## config.mk

```make
export PLATFORM = sky130hd
export DESIGN_NAME = fetch_sequencer
export DESIGN_NICKNAME = d
export VERILOG_FILES = /design/src/rtl/fetch_sequencer.sv
export SDC_FILE = /design/constraint.sdc
export NUM_CORES = 1
export LEC_CHECK = 0
export CAP_MARGIN = 20
export CORE_MARGIN = 2
export CORE_UTILIZATION = 45
export CTS_CLUSTER_SIZE = 40
export DETAILED_ROUTE_END_ITERATION = 12
export PLACE_DENSITY_LB_ADDON = 0.05
export RECOVER_POWER = 25
export SLEW_MARGIN = 20
export SYNTH_ARGS = -nofsm -noshare
export SYNTH_HDL_FRONTEND = slang
export SYNTH_SLANG_ARGS = --single-unit
```

## constraint.sdc

```tcl
create_clock -name clk -period 5 [get_ports clk]
set_input_delay 0.5 -clock clk [delete_from_list [all_inputs] [get_ports clk]]
set_output_delay 0.5 -clock clk [all_outputs]
set_load 0.02 [all_outputs]
```

## src/rtl/fetch_sequencer.sv

```systemverilog
// -----------------------------------------------------------------------------
// fetch_sequencer
// Front end of the 4-bit processor. Holds the program counter, drives the
// program ROM read address every cycle and tags the word that the ROM returns
// one cycle later with a valid flag and its address for the decoder.
// Handles stall, conditional jump, halt/resume and an optional return stack.
//
// Optional feature: define FETCH_CALL_STACK_EN to build the call/return stack
// (STACK_DEPTH entries, STACK_DEPTH >= 2). Without it call_en/ret_en are
// ignored and stack_err is tied low.
//
// Ports:
//   clk          in   clock, all state changes on the rising edge
//   rst          in   synchronous active-high reset, also empties the stack
//   stall        in   decoder cannot accept the current word; hold it
//   jump_en      in   current instruction is a jump
//   jump_cond    in   00 always, 01 Z=1, 10 C=1, 11 Z=0
//   jump_target  in   jump / call destination
//   flag_z       in   ALU zero flag
//   flag_c       in   ALU carry flag
//   halt_req     in   current instruction is HALT
//   resume       in   leave HALT (ignored in other states)
//   call_en      in   current instruction is CALL
//   ret_en       in   current instruction is RET
//   addr_p       out  ROM read address (combinational)
//   instr_valid  out  ROM output this cycle is a live instruction
//   instr_pc     out  address of the word currently on the ROM output
//   halted       out  sequencer is in HALT
//   stack_err    out  sticky stack overflow/underflow flag
// -----------------------------------------------------------------------------
module fetch_sequencer #(
    parameter int ADDR_W      = 4,
    parameter int RESET_PC    = 0,
    parameter int STACK_DEPTH = 4
) (
    input  logic              clk,
    input  logic              rst,
    input  logic              stall,
    input  logic              jump_en,
    input  logic [1:0]        jump_cond,
    input  logic [ADDR_W-1:0] jump_target,
    input  logic              flag_z,
    input  logic              flag_c,
    input  logic              halt_req,
    input  logic              resume,
    input  logic              call_en,
    input  logic              ret_en,
    output logic [ADDR_W-1:0] addr_p,
    output logic              instr_valid,
    output logic [ADDR_W-1:0] instr_pc,
    output logic              halted,
    output logic              stack_err
);

    typedef enum logic [1:0] {
        ST_PRIME = 2'd0,
        ST_RUN   = 2'd1,
        ST_HALT  = 2'd2
    } state_t;

    state_t            state_q, state_d;
    logic [ADDR_W-1:0] pc_q, pc_d;
    logic [ADDR_W-1:0] instr_pc_q, instr_pc_d;
    logic              instr_valid_q, instr_valid_d;
    logic              halted_q, halted_d;
    logic [ADDR_W-1:0] fetch_addr;
    logic              advance;
    logic              cond_true;

    always_comb begin
        case (jump_cond)
            2'b00:   cond_true = 1'b1;
            2'b01:   cond_true = flag_z;
            2'b10:   cond_true = flag_c;
            default: cond_true = ~flag_z;
        endcase
    end

`ifdef FETCH_CALL_STACK_EN
    localparam int SP_W  = $clog2(STACK_DEPTH + 1);
    localparam int IDX_W = $clog2(STACK_DEPTH);

    logic [ADDR_W-1:0] stack_q [STACK_DEPTH];
    logic [SP_W-1:0]   sp_q, sp_d;
    logic              stack_err_q, stack_err_d;
    logic              push, pop;
    logic              stack_empty, stack_full;
    logic [ADDR_W-1:0] stack_top;

    assign stack_empty = (sp_q == '0);
    assign stack_full  = (sp_q == SP_W'(STACK_DEPTH));
    assign stack_top   = stack_q[IDX_W'(sp_q - SP_W'(1))];
    assign stack_err   = stack_err_q;
`else
    logic unused_stack_cfg;
    assign unused_stack_cfg = ^{call_en, ret_en, 32'(STACK_DEPTH)};
    assign stack_err        = 1'b0;
`endif

    always_comb begin
        state_d       = state_q;
        pc_d          = pc_q;
        instr_pc_d    = instr_pc_q;
        instr_valid_d = instr_valid_q;
        halted_d      = halted_q;
        fetch_addr    = pc_q;
        advance       = 1'b0;
`ifdef FETCH_CALL_STACK_EN
        push          = 1'b0;
        pop           = 1'b0;
        stack_err_d   = stack_err_q;
        sp_d          = sp_q;
`endif
        case (state_q)
            ST_PRIME: begin
                // Control inputs belong to no live instruction here.
                fetch_addr    = pc_q;
                advance       = 1'b1;
                instr_valid_d = 1'b1;
                state_d       = ST_RUN;
            end
            ST_RUN: begin
                if (stall) begin
                    // Re-fetch the same word so the ROM output stays put.
                    fetch_addr = instr_pc_q;
                end else if (halt_req) begin
                    fetch_addr    = instr_pc_q;
                    instr_valid_d = 1'b0;
                    halted_d      = 1'b1;
                    state_d       = ST_HALT;
                end else begin
                    advance = 1'b1;
`ifdef FETCH_CALL_STACK_EN
                    // RET takes priority over CALL; a failed stack operation
                    // degrades to a sequential fetch.
                    if (ret_en) begin
                        if (!stack_empty) begin
                            fetch_addr = stack_top;
                            pop        = 1'b1;
                        end else begin
                            stack_err_d = 1'b1;
                        end
                    end else if (call_en) begin
                        if (!stack_full) begin
                            fetch_addr = jump_target;
                            push       = 1'b1;
                        end else begin
                            stack_err_d = 1'b1;
                        end
                    end else if (jump_en && cond_true) begin
                        fetch_addr = jump_target;
                    end
`else
                    if (jump_en && cond_true) begin
                        fetch_addr = jump_target;
                    end
`endif
                end
            end
            ST_HALT: begin
                fetch_addr = instr_pc_q;
                if (resume) begin
                    halted_d = 1'b0;
                    state_d  = ST_PRIME;
                end
            end
            default: begin
                state_d = ST_PRIME;
            end
        endcase

        if (advance) begin
            instr_pc_d = fetch_addr;
            pc_d       = fetch_addr + ADDR_W'(1);
        end
`ifdef FETCH_CALL_STACK_EN
        if (push) begin
            sp_d = sp_q + SP_W'(1);
        end else if (pop) begin
            sp_d = sp_q - SP_W'(1);
        end
`endif
    end

    always_ff @(posedge clk) begin
        if (rst) begin
            state_q       <= ST_PRIME;
            pc_q          <= ADDR_W'(RESET_PC);
            instr_pc_q    <= '0;
            instr_valid_q <= 1'b0;
            halted_q      <= 1'b0;
        end else begin
            state_q       <= state_d;
            pc_q          <= pc_d;
            instr_pc_q    <= instr_pc_d;
            instr_valid_q <= instr_valid_d;
            halted_q      <= halted_d;
        end
    end

`ifdef FETCH_CALL_STACK_EN
    always_ff @(posedge clk) begin
        if (rst) begin
            sp_q        <= '0;
            stack_err_q <= 1'b0;
        end else begin
            sp_q        <= sp_d;
            stack_err_q <= stack_err_d;
        end
    end

    // Return address is the word after the CALL instruction.
    for (genvar gi = 0; gi < STACK_DEPTH; gi++) begin : g_stack
        always_ff @(posedge clk) begin
            if (rst) begin
                stack_q[gi] <= '0;
            end else if (push && (sp_q == SP_W'(gi))) begin
                stack_q[gi] <= instr_pc_q + ADDR_W'(1);
            end
        end
    end
`endif

    assign addr_p      = fetch_addr;
    assign instr_valid = instr_valid_q;
    assign instr_pc    = instr_pc_q;
    assign halted      = halted_q;

endmodule

```

==> run metrics <==
Core Box Area 1506 um2; row cnt 14; WP buf/inv 3; Cell Area, Synth 724.4 um2; PwrDens 342.2 nW/um2; fin worst setup slack 1.623 ns; Final ANT Viol Nets 0; pre-CTS WS 1.671 ns; Final setup viols 0; Clock Path Buffers 2; Die Span X 44.13 um; Tmin final 3.377 ns; crit-path leading delay family buffers and inverters; register area share after synthesis 33.16%; Initial Utilization 48.09%; syn nets 109; CP max stage delay 0.60 ns; Req. time, crit path 4.50 ns; GPL Wtd Cong 0.7612; ANT cells 0; CTS Buf Count 3; Area growth, synth to finish 36.96%; crit path launch jump_cond[0]; first-pass GRT wire length 2566 um; Worst Tran Pin Value 0.7077 ns; Nets 133; Clk pin slew, worst setup/hold paths 0.07 ns; fillcell total 123; Worst-Skew Late Latency 0.28 ns; DIE HEIGHT 44.13 um; HP Class reg2reg; gr usage total 18.02%; clock tree from TritonCTS built; RSZ-0062 raised after global routing no; Max transition margin 52.82%; Mapped Cells 89; setup_tns 0 ns; P_leak 0.4042 nW; Storage cell area 240.2 um2; GRT Residual Overflow 0; # Post-CTS Setup Buffers 0; Resized cells post-CTS 0; critical-path cell list clkdlybuf4s50_1, nand2b_1, o21ai_0, nor3_1, a222oi_1, inv_1, clkdlybuf4s50_1; clk_skew 0.004687 ns; largest net degree at the start of global routing 16; Crit Path Max Fanout 5; H-tree depth 1; #FFs+latches synth 12; Max Cap Viol 0; final slew viol count 0; critical path class in2out; hold_buf cts 0; status completed; DRT iter0 DRCs 23; number of global-route vias before repair 614; Critical Path Most Common Cell clkdlybuf4s50_1; final period utilization 67.55%; Final Hold Viols 0; Hold Startpoint halted$_SDFFE_PP0P_; Synth Area per Inst 8.140 um2; CP endpoint kind output port; Critical Path Slowest Stage Cell a222oi_1; top post-synthesis cells by area dfxtp_1, ha_1, nor2_1; DR vias/cell 5.484; WL/cell 12.27 um; crit start category input port; CTS sink count 12; CTS Root Buffer Type clkbuf_4; vias 702; crit path DAT 2.88 ns; residual DRC count 0; die area 1947 um2; hpwl dp 1152 um; share of cells above drive strength 1 8.036%; flop2flop setup slack 2.51 ns; largest area contributor in the netlist dfxtp_1; drt first pass iters 4; Worst VDD drop 0.1866 mV; Synth top area share 33.16%; num ports 27; IO buf count 23; Yosys warnings 0; area of the multi-input gates 439.2 um2; R2R Path Start state_q[1]$_SDFFE_PP0P_; Routed WL 1571 um; Synth cell types 31; FMAX 296.1 MHz; initial antenna violation count 0
placed cells by master (no fill, tap or decap), drive strengths merged:
master / instances
clkdlybuf4s50: 21
nor2: 13
dfxtp: 12
nand2: 7
inv: 7
a211oi: 5
nand2b: 5
o21ai: 5
ha: 4
clkbuf: 4
a21oi: 3
a222oi: 3
mux2i: 3
nor3: 3
o211ai: 2
nor4: 2
dlygate4sd3: 2
and3: 1
nor4b: 1
nor3b: 1
o21a: 1
xor2: 1
or2: 1
o22ai: 1
nor2b: 1
o311a: 1
a22oi: 1
conb: 1
kinds of logic after synthesis:
group,share of synthesized area (%)
muxes,4.145
xor gates and xnor gates,1.209
DFF,33.16
other,0.5176
buffers and inverters,6.217
and+or+nand+nor,26.60
AOI/OAI and AO/OA,21.24
adders and majority gates,6.909
sequential cells by signal, summed over array words and instances, names as in the netlist:
register / cells
state_q: 2
halted: 1
pc_q: 4
instr_valid: 1
instr_pc: 4
tightest hold or removal path, cell delays in order (launching register included):
cell and delay [ns]:
dfxtp_1 0.32, nand2_1 0.05, a21oi_1 0.05
power by group:
part           internal [W]  switching [W]  total (W)
clock             0.0000443      0.0000334  0.0000777
combinational     0.0000653      0.0000744   0.000140
sequential         0.000111      0.0000107   0.000122
total              0.000221       0.000119   0.000340
synthesized netlist by cell type, drive strengths merged:
master and n:
conb 1, and3 1, mux2i 3, nor3b 1, buf 1, nor4b 1, a211oi 5, o22ai 1
nor2 13, o211ai 2, a21oi 3, o21ai 5, xor2 1, nor4 2, nand2b 5, o311a 1
nor2b 1, a222oi 3, ha 4, o21a 1, nor3 3, inv 7, nand2 7, dfxtp 12
a22oi 1, or2 1, clkbuf 3
per-stage QoR:
stage	instance area (um2)	utilization, %	cells	total power [W]	hold slack [ns]
after detailed placement	955.9	63.46	124	0.0002641	0.4688
after global routing	992.2	65.86	128	0.0003615	0.5193
after floorplan	724.4	-	89	0.0002117	0.4592
after CTS	992.2	65.86	128	0.0003439	0.4824
final	992.2	65.86	128	0.0003396	0.4774
after global placement	955.9	63.46	124	0.0002632	0.4724
worst paths after layout:
path                                        endpoint  depth (start not counted)
worst max-delay path                       addr_p[0]                          7
worst min-delay path             halted$_SDFFE_PP0P_                          2
worst max register to register  pc_q[2]$_SDFFE_PP0P_                         11
worst min register to register   halted$_SDFFE_PP0P_                          2
final cells by class:
| class | instances | share of cell area [%] |
|---|---|---|
| clock buffer | 4 | 3.657 |
| multi-input combinational | 66 | 44.26 |
| tap | 16 | 2.018 |
| timing repair buffer | 23 | 23.20 |
| inverter | 7 | 2.648 |
| sequential | 12 | 24.21 |
layer usage:
metal  global-route usage (%)  wire, um  share of wire (%)
met2                    27.94       680                 43
met5                        0         0                  0
met4                    5.455         9               0.57
met1                    22.67       758                 48
met3                    7.755       122                7.8
Note: power is estimated with default switching activity, not from simulation.
